## src/rtl/spi_mem_core.sv

```systemverilog
// SPI-slave (mode 0) memory core: address/RW header, then streamed data words.
// Define SPI_MEM_BURST_EN for auto-incrementing multi-word bursts; otherwise one word per frame.
module spi_mem_core #(
    parameter int DATA_WIDTH = 8,
    parameter int ADDR_WIDTH = 7
) (
    input  logic clk,
    input  logic rst_n,
    input  logic sck,
    input  logic cs,
    input  logic mosi,
    output logic miso,
    output logic miso_we,
    output logic word_done
);
    localparam int DEPTH = 2 ** ADDR_WIDTH;
    localparam int MAXW  = (DATA_WIDTH > ADDR_WIDTH) ? DATA_WIDTH : ADDR_WIDTH;
    localparam int CW    = $clog2(MAXW) + 1;
`ifdef SPI_MEM_BURST_EN
    localparam bit BURST = 1'b1;
`else
    localparam bit BURST = 1'b0;
`endif

    typedef enum logic [2:0] {
        IDLE, ADDR, RW, RD_LOAD, RD_SHIFT, WR_SHIFT, WR_STORE, HOLD
    } state_t;

    state_t                  state_q, state_d;
    logic                    sck_q;
    logic [ADDR_WIDTH-1:0]   addr_q, addr_d;
    logic [DATA_WIDTH-1:0]   shift_q, shift_d;
    logic [CW-1:0]           cnt_q, cnt_d;
    logic                    miso_q, miso_d;
    logic                    miso_we_q, miso_we_d;
    logic                    word_done_q, word_done_d;
    logic                    mem_we;
    logic [DATA_WIDTH-1:0]   mem [DEPTH];

    logic rise, fall, addr_last, data_last;
    assign rise      = sck & ~sck_q;
    assign fall      = ~sck & sck_q;
    assign addr_last = (cnt_q == CW'(ADDR_WIDTH - 1));
    assign data_last = (cnt_q == CW'(DATA_WIDTH - 1));

    always_ff @(posedge clk or negedge rst_n) begin
        if (!rst_n) begin
            state_q     <= IDLE;
            sck_q       <= 1'b0;
            addr_q      <= '0;
            shift_q     <= '0;
            cnt_q       <= '0;
            miso_q      <= 1'b0;
            miso_we_q   <= 1'b0;
            word_done_q <= 1'b0;
        end else begin
            state_q     <= state_d;
            sck_q       <= sck;
            addr_q      <= addr_d;
            shift_q     <= shift_d;
            cnt_q       <= cnt_d;
            miso_q      <= miso_d;
            miso_we_q   <= miso_we_d;
            word_done_q <= word_done_d;
        end
    end

    // Memory contents survive reset, so the array lives outside the reset block.
    always_ff @(posedge clk) begin
        if (mem_we) mem[addr_q] <= shift_q;
    end

    always_comb begin
        state_d = state_q;
        if (cs) begin
            state_d = IDLE;
        end else begin
            case (state_q)
                IDLE:     state_d = ADDR;
                ADDR:     if (rise && addr_last) state_d = RW;
                RW:       if (rise) state_d = mosi ? RD_LOAD : WR_SHIFT;
                RD_LOAD:  state_d = RD_SHIFT;
                RD_SHIFT: if (rise && data_last) state_d = BURST ? RD_LOAD : HOLD;
                WR_SHIFT: if (rise && data_last) state_d = WR_STORE;
                WR_STORE: state_d = BURST ? WR_SHIFT : HOLD;
                HOLD:     state_d = HOLD;
            endcase
        end
    end

    always_comb begin
        addr_d      = addr_q;
        shift_d     = shift_q;
        cnt_d       = cnt_q;
        miso_d      = miso_q;
        miso_we_d   = miso_we_q;
        word_done_d = 1'b0;
        mem_we      = 1'b0;
        if (cs) begin
            cnt_d     = '0;
            miso_d    = 1'b0;
            miso_we_d = 1'b0;
        end else begin
            case (state_q)
                IDLE: cnt_d = '0;
                ADDR: begin
                    if (rise) begin
                        addr_d = (addr_q << 1) | ADDR_WIDTH'(mosi);
                        cnt_d  = addr_last ? '0 : cnt_q + 1'b1;
                    end
                end
                RW: cnt_d = '0;
                RD_LOAD: begin
                    shift_d   = mem[addr_q];
                    miso_we_d = 1'b1;
                    cnt_d     = '0;
                end
                RD_SHIFT: begin
                    if (fall) begin
                        miso_d  = shift_q[DATA_WIDTH-1];
                        shift_d = shift_q << 1;
                    end
                    if (rise) begin
                        if (data_last) begin
                            word_done_d = 1'b1;
                            cnt_d       = '0;
                            if (BURST) addr_d = addr_q + 1'b1;
                            else       miso_d = 1'b0;
                        end else begin
                            cnt_d = cnt_q + 1'b1;
                        end
                    end
                end
                WR_SHIFT: begin
                    if (rise) begin
                        shift_d = (shift_q << 1) | DATA_WIDTH'(mosi);
                        cnt_d   = data_last ? '0 : cnt_q + 1'b1;
                    end
                end
                WR_STORE: begin
                    mem_we      = 1'b1;
                    word_done_d = 1'b1;
                    if (BURST) addr_d = addr_q + 1'b1;
                end
                HOLD: ;
            endcase
        end
    end

    assign miso      = miso_q;
    assign miso_we   = miso_we_q;
    assign word_done = word_done_q;
endmodule

```

## config.mk

```make
export PLATFORM = sky130hd
export DESIGN_NAME = spi_mem_core
export DESIGN_NICKNAME = d
export VERILOG_FILES = /design/src/rtl/spi_mem_core.sv
export SDC_FILE = /design/constraint.sdc
export NUM_CORES = 1
export LEC_CHECK = 0
export CELL_PAD_IN_SITES_DETAIL_PLACEMENT = 2
export CELL_PAD_IN_SITES_GLOBAL_PLACEMENT = 2
export CORE_AREA = 2 2 254 318
export CTS_CLUSTER_SIZE = 24
export DETAILED_ROUTE_END_ITERATION = 7
export DIE_AREA = 0 0 256 320
export PLACE_DENSITY = 0.94
export SLEW_MARGIN = 20
export SYNTH_ARGS = -nofsm -noshare
export SYNTH_HDL_FRONTEND = slang
export SYNTH_SLANG_ARGS = --single-unit
```

## constraint.sdc

```tcl
create_clock -name clk -period 5.4 [get_ports clk]
set_clock_uncertainty 0.15 [all_clocks]
set_input_delay 1.08 -clock clk [delete_from_list [all_inputs] [get_ports clk]]
set_output_delay 1.08 -clock clk [all_outputs]
set_load 0.01 [all_outputs]
```

==> flow_metrics.tcl, run 1 <==
set metrics [dict create \
    yosys_warnings 0 \
    first_global_vias 27280 \
    reg2reg_slack_ps 270 \
    crit_fanout 108 \
    hp-start "cnt_q[3]$_DFFE_PN0P_" \
    holdPathEnd "cnt_q[3]$_DFFE_PN0P_" \
    fin_setup_tns_ps 0 \
    synth_area_per_cell_um2 18.06 \
    viasPerCell 7.834 \
    grt_overflow 0 \
    ioPinCount 8 \
    synth.net_count 2303 \
    critPathKind "register to register" \
    drt_wl_total_um 179900 \
    die_area_um2 81920 \
    worst_pin_slew_ps 1409 \
    syn_inst 2295 \
    htreeDepth 3 \
    yosysTopAreaCell "edfxtp_1" \
    timing.rr.start "addr_q[2]$_DFFE_PN0P_" \
    synth.top_cells.by_area "edfxtp_1 (74%), mux4_2 (5.8%), mux2i_1 (2.1%)" \
    yosysMostFrequentCell "edfxtp_1" \
    drt-pass1-iter-count 7 \
    initial_core_util_pct 52.67 \
    setup_viol 0 \
    start_kind "register" \
    grt_max_degree 109 \
    ys_types 78 \
    antenna_left 0 \
    status "finished, final reports clean" \
    cts_resized 0 \
    antenna_found_initial 23 \
    clockBufferDepth 3 \
    arrival_ps 5650 \
    ys_seq_elements 1050 \
    synthToLayoutAreaGrowth_pct 10.70 \
    fin_crit_sh_pct 94.93 \
    netlist_area_um2 41460 \
    r2r-end "shift_q[2]$_DFFE_PN0P_" \
    row_count 115 \
    yosys-top-cells-count "edfxtp_1 (1,024), nor2_1 (197), mux4_2 (106)" \
    die_y_um 320 \
    ys_seq_area_share_pct 75.74 \
    cts_sinks 1050 \
    grt_use_total_pct 42.88 \
    p_leak_nw 14.21 \
    nets 2336 \
    cts_buffers 102 \
    core_um2 78710 \
    postLayoutCoreUtil_pct 58.31 \
    reg2reg_depth 8 \
    finalHoldViolCount 0 \
    synth_top_area_share_pct 74.17 \
    relSlewSlack_pct 5.731 \
    drv_slew 0 \
    max_cap_violations 0 \
    ir_worst_vdd_v 0.0004113 \
    grt_pass1_wl_um 239200 \
    dp_hpwl_um 98190 \
    regArea_um2 31440 \
    port_buffers 7 \
    fmax_ghz 0.1951 \
    path_clk_slew_ps 120 \
    rsz0062_at_grt "no" \
    wl_per_cell_um 51.82 \
    multi_input_area_um2 9163 \
    fin_crit_ps 5126 \
    cp-end-kind "register" \
    cts_root_buf "clkbuf_16" \
    hold_depth 2 \
    drc_errors 0 \
    dieWidth_um 256 \
    startpoint "addr_q[2]$_DFFE_PN0P_" \
    synth-edff-count 1024 \
    gp_congestion 0.8972 \
    cts_tree "done" \
    ctsHoldBuffers 0 \
    worstHoldPathType "register to register" \
    layout-drive-gt1-share_pct 17.30 \
    async_flop_share_pct 2.476 \
    holdWs_ps 545.9 \
    dominantRegCellSynth "edfxtp_1" \
    clk_latency_ps 780 \
    power_density_nw_per_um2 571.8 \
    critPathRequiredTime_ps 5920 \
    first_iter_violations 4838 \
    vias 27200 \
    fillerInstances 6368 \
    postCtsSetupRepairBufs 0 \
]
-- per-layer routing --
layer  global-route usage, %  wire length, um  vias up
met5                       0              166        -
met2                   67.67            82440     2849
met1                   51.95            59390    13910
li1                        -                -     9428
met3                   11.82            22330      984
met4                   28.78            15590       26
-- how the worst max path moves through the flow --
stage	end	depth (start not counted)
after floorplan	mem[73][0]$_DFFE_PP_	4
after global placement	mem[106][0]$_DFFE_PP_	6
after detailed placement	mem[66][5]$_DFFE_PP_	6
after CTS	mem[82][4]$_DFFE_PP_	5
after global routing	shift_q[4]$_DFFE_PN0P_	9
final	shift_q[2]$_DFFE_PN0P_	8
-- area by class of cell --
cell class / instances / area share [%]
diodes: 8 / 0.04362
clock buffers: 130 / 5.951
multi-input cells: 1086 / 19.96
repair buffers: 78 / 1.527
clock inverters: 57 / 1.058
flip-flops and latches: 1050 / 68.51
well taps: 1053 / 2.871
inverters: 10 / 0.08178
-- metrics by stage --
stage / setup WS (ps) / total power, mW / cells / area [um2]
after global placement: 1009 / 17.10 / 3273 / 42570
after detailed placement: 735.9 / 17.87 / 3273 / 42570
after global routing: 554.0 / 26.35 / 3464 / 45880
after floorplan: 2314 / 14.79 / 2295 / 41460
after CTS: 872.8 / 25.41 / 3460 / 45780
final: 273.7 / 26.25 / 3472 / 45900
-- power by group --
part | total (mW) | internal, mW | switching [mW]
logic | 7.39 | 2.10 | 5.29
registers | 11.3 | 10.2 | 1.05
clock network | 7.59 | 3.96 | 3.63
-- worst max-delay path, cell delays in order, from the launching register on --
cell       delay [ps]
dfrtp_4           670
buf_12            480
nand2b_1          890
nor2_1            510
a21oi_1           130
o2111ai_1         360
nand4_1           250
o21ai_0          1000
o221a_1           380
-- sequential cells by signal, indices dropped and copies added (netlist names) --
signal	flops
state_q	3
word_done	1
miso_we	1
shift_q	8
cnt_q	4
sck_q	1
mem	1024
miso	1
addr_q	7
-- kinds of logic (layout without fill, tap and decap cells) --
logic type                 count (synthesis)  after routing  synth area share, %
DFF                                     1050           1050                75.74
AOI/OAI and AO/OA                        443            443                7.542
and+or+nand+nor                          370            370                3.896
muxes                                    270            270                10.48
buffers and inverters                    159            275                2.257
adders and majority gates                  3              3              0.09055
other                                      0              8                    0
-- placed cells by master (no fill, tap or decap), drive strengths merged, types with 66 or more instances in the layout --
master     n
a21oi     90
a22oi     66
buf       71
clkbuf   130
edfxtp  1024
mux2i     87
mux4     120
nand2     82
nor2     198
o21ai     72
Power figures use the tool's default switching activity.
==> inputs of run 2 (changes only) <==
==> constraint.sdc (replaced) <==
create_clock -name clk -period 5.4 [get_ports clk]
set_clock_uncertainty 0.15 [all_clocks]
set_input_delay 1.62 -clock clk [delete_from_list [all_inputs] [get_ports clk]]
set_output_delay 1.62 -clock clk [all_outputs]
set_load 0.02 [all_outputs]
==> run 2 against run 1 <==
Compared with the run above:
- total power rose by 0.88%
- first-iteration DRC count fell by 3.1%
- maximum frequency rose by 7.2%
- clock-buffer cell count did not move
==> flow_metrics.tcl, run 2 (same netlist as run 1, synthesis figures left out) <==
set metrics [dict create \
    viasPerCell 7.745 \
    holdPathEnd "miso$_DFFE_PN0P_" \
    worst_pin_slew_ps 1390 \
    ioPinCount 8 \
    drt-pass1-iter-count 7 \
    antenna_found_initial 14 \
    drc_errors 0 \
    crit_fanout 55 \
    cts_tree "done" \
    p_sw_share_pct 37.76 \
    cts_root_buf "clkbuf_16" \
    reg2reg_slack_ps 620 \
    clk_latency_ps 720 \
    p_leak_nw 14.49 \
    largest_reg_flops 1024 \
    critPathRequiredTime_ps 5750 \
    cp-end-kind "register" \
    dp_hpwl_um 95920 \
    status "finished, final reports clean" \
    relSlewSlack_pct 6.639 \
    hp-start "miso$_DFFE_PN0P_" \
    layout_common_cells "edfxtp_1 (1,024), nor2_1 (196), clkbuf_16 (107)" \
    grt_pass1_wl_um 236800 \
    timing.rr.start "addr_q[2]$_DFFE_PN0P_" \
    synthToLayoutAreaGrowth_pct 11.74 \
    power_mw 26.48 \
    reg.largest.list "mem (1024), shift_q (8), addr_q (7)" \
    seqPwrFrac_pct 41.8 \
    die_y_um 320 \
    fin_crit_ps 4784 \
    postCtsSetupRepairBufs 0 \
    vias 27130 \
    nets 2373 \
    wl_per_cell_um 51.02 \
    port_buffers 7 \
    dieWidth_um 256 \
    antenna_left 0 \
    cellInternalPower_mw 16.48 \
    hold_depth 2 \
    combPwrFrac_pct 29.2 \
    clkPwrFrac_pct 29.0 \
    drv_slew 0 \
    fin_setup_tns_ps 0 \
    finalHoldViolCount 0 \
    cts_buffers 103 \
    first_iter_violations 4689 \
    fin_area_um2 46320 \
    initial_core_util_pct 52.67 \
    ir_worst_vdd_v 0.0003188 \
    drt_wl_total_um 178700 \
    fmax_ghz 0.2090 \
    path_clk_slew_ps 80 \
    die_area_um2 81920 \
    setup_viol 0 \
    core_um2 78710 \
    rsz0062_at_grt "no" \
    reg2reg_depth 9 \
    ctsHoldBuffers 0 \
    grt_max_degree 107 \
    row_count 115 \
    regMostFlops "mem" \
    final_common_cell "edfxtp_1" \
    grt_use_total_pct 41.97 \
    r2r-end "shift_q[7]$_DFFE_PN0P_" \
    first_global_vias 27550 \
    htreeDepth 3 \
    grt_overflow 0 \
    fillerInstances 6330 \
    power.switching_mw 9.998 \
    cts_sinks 1050 \
    clockBufferDepth 3 \
    max_cap_violations 0 \
    start_kind "register" \
    power_density_nw_per_um2 571.6 \
    cts_resized 0 \
    layout-drive-gt1-share_pct 18.42 \
    arrival_ps 5140 \
    holdWs_ps 552.6 \
    fin_crit_sh_pct 88.59 \
    critPathKind "register to register" \
    placed_area_um2 42890 \
    gp_congestion 0.9086 \
    worstHoldPathType "register to register" \
]
-- run 2: critical path: stages (launching register included) --
cell and delay (ps):
dfrtp_4 980, buf_4 540, inv_2 230, buf_4 380
a221oi_1 390, nor2_1 130, o211ai_1 350, nor2_1 120
a21oi_1 870, a41oi_1 320
-- run 2: cell type report --
| cell class | instances | area (um2) | area share [%] |
|---|---|---|---|
| Inverter | 10 | 37.54 | 0.08103 |
| Multi-Input combinational cell | 1086 | 9144 | 19.74 |
| Tap cell | 1053 | 1318 | 2.844 |
| Clock buffer | 130 | 2784 | 6.010 |
| Sequential cell | 1050 | 31440 | 67.87 |
| Clock inverter | 58 | 521.8 | 1.126 |
| Antenna cell | 2 | 5.005 | 0.01080 |
| Timing Repair Buffer | 114 | 1074 | 2.317 |
-- run 2: per-stage QoR --
step	worst slack, ps	instances	utilization, %
floorplan	1774	2295	-
global placement	988.5	3307	54.45
detailed placement	647.7	3308	54.50
CTS	1080	3496	58.70
global route	608.2	3501	58.85
finish	616.1	3503	58.86
-- run 2: metal layers --
layer / GRT usage, % / vias to the layer above / share of wire [%]
met5: 0 / - / 0.13
li1: - / 9494 / -
met3: 10.01 / 940 / 12
met1: 53.76 / 13920 / 34
met2: 65.10 / 2749 / 45
met4: 26.34 / 28 / 8.7
-- run 2: how the worst max path moves through the flow --
stage,slack [ps],end,start,cells past startpoint
6_report,620,shift_q[7]$_DFFE_PN0P_,addr_q[2]$_DFFE_PN0P_,9
5_1_grt,610,shift_q[2]$_DFFE_PN0P_,addr_q[2]$_DFFE_PN0P_,9
4_1_cts,1080,shift_q[2]$_DFFE_PN0P_,addr_q[2]$_DFFE_PN0P_,8
3_5_place_dp,650,mem[47][4]$_DFFE_PP_,cs,7
3_3_place_gp,990,mem[63][3]$_DFFE_PP_,cs,7
2_1_floorplan,1770,mem[73][0]$_DFFE_PP_,cs,4
-- run 2: power groups by stage --
stage | Combinational (mW) | Clock, mW | Sequential [mW]
after floorplan | 3.71 | 0 | 11.1
after global placement | 5.92 | 0 | 11.3
after detailed placement | 6.64 | 0 | 11.4
after CTS | 6.87 | 7.56 | 11.2
after global routing | 7.65 | 7.89 | 11.0
final | 7.73 | 7.69 | 11.1
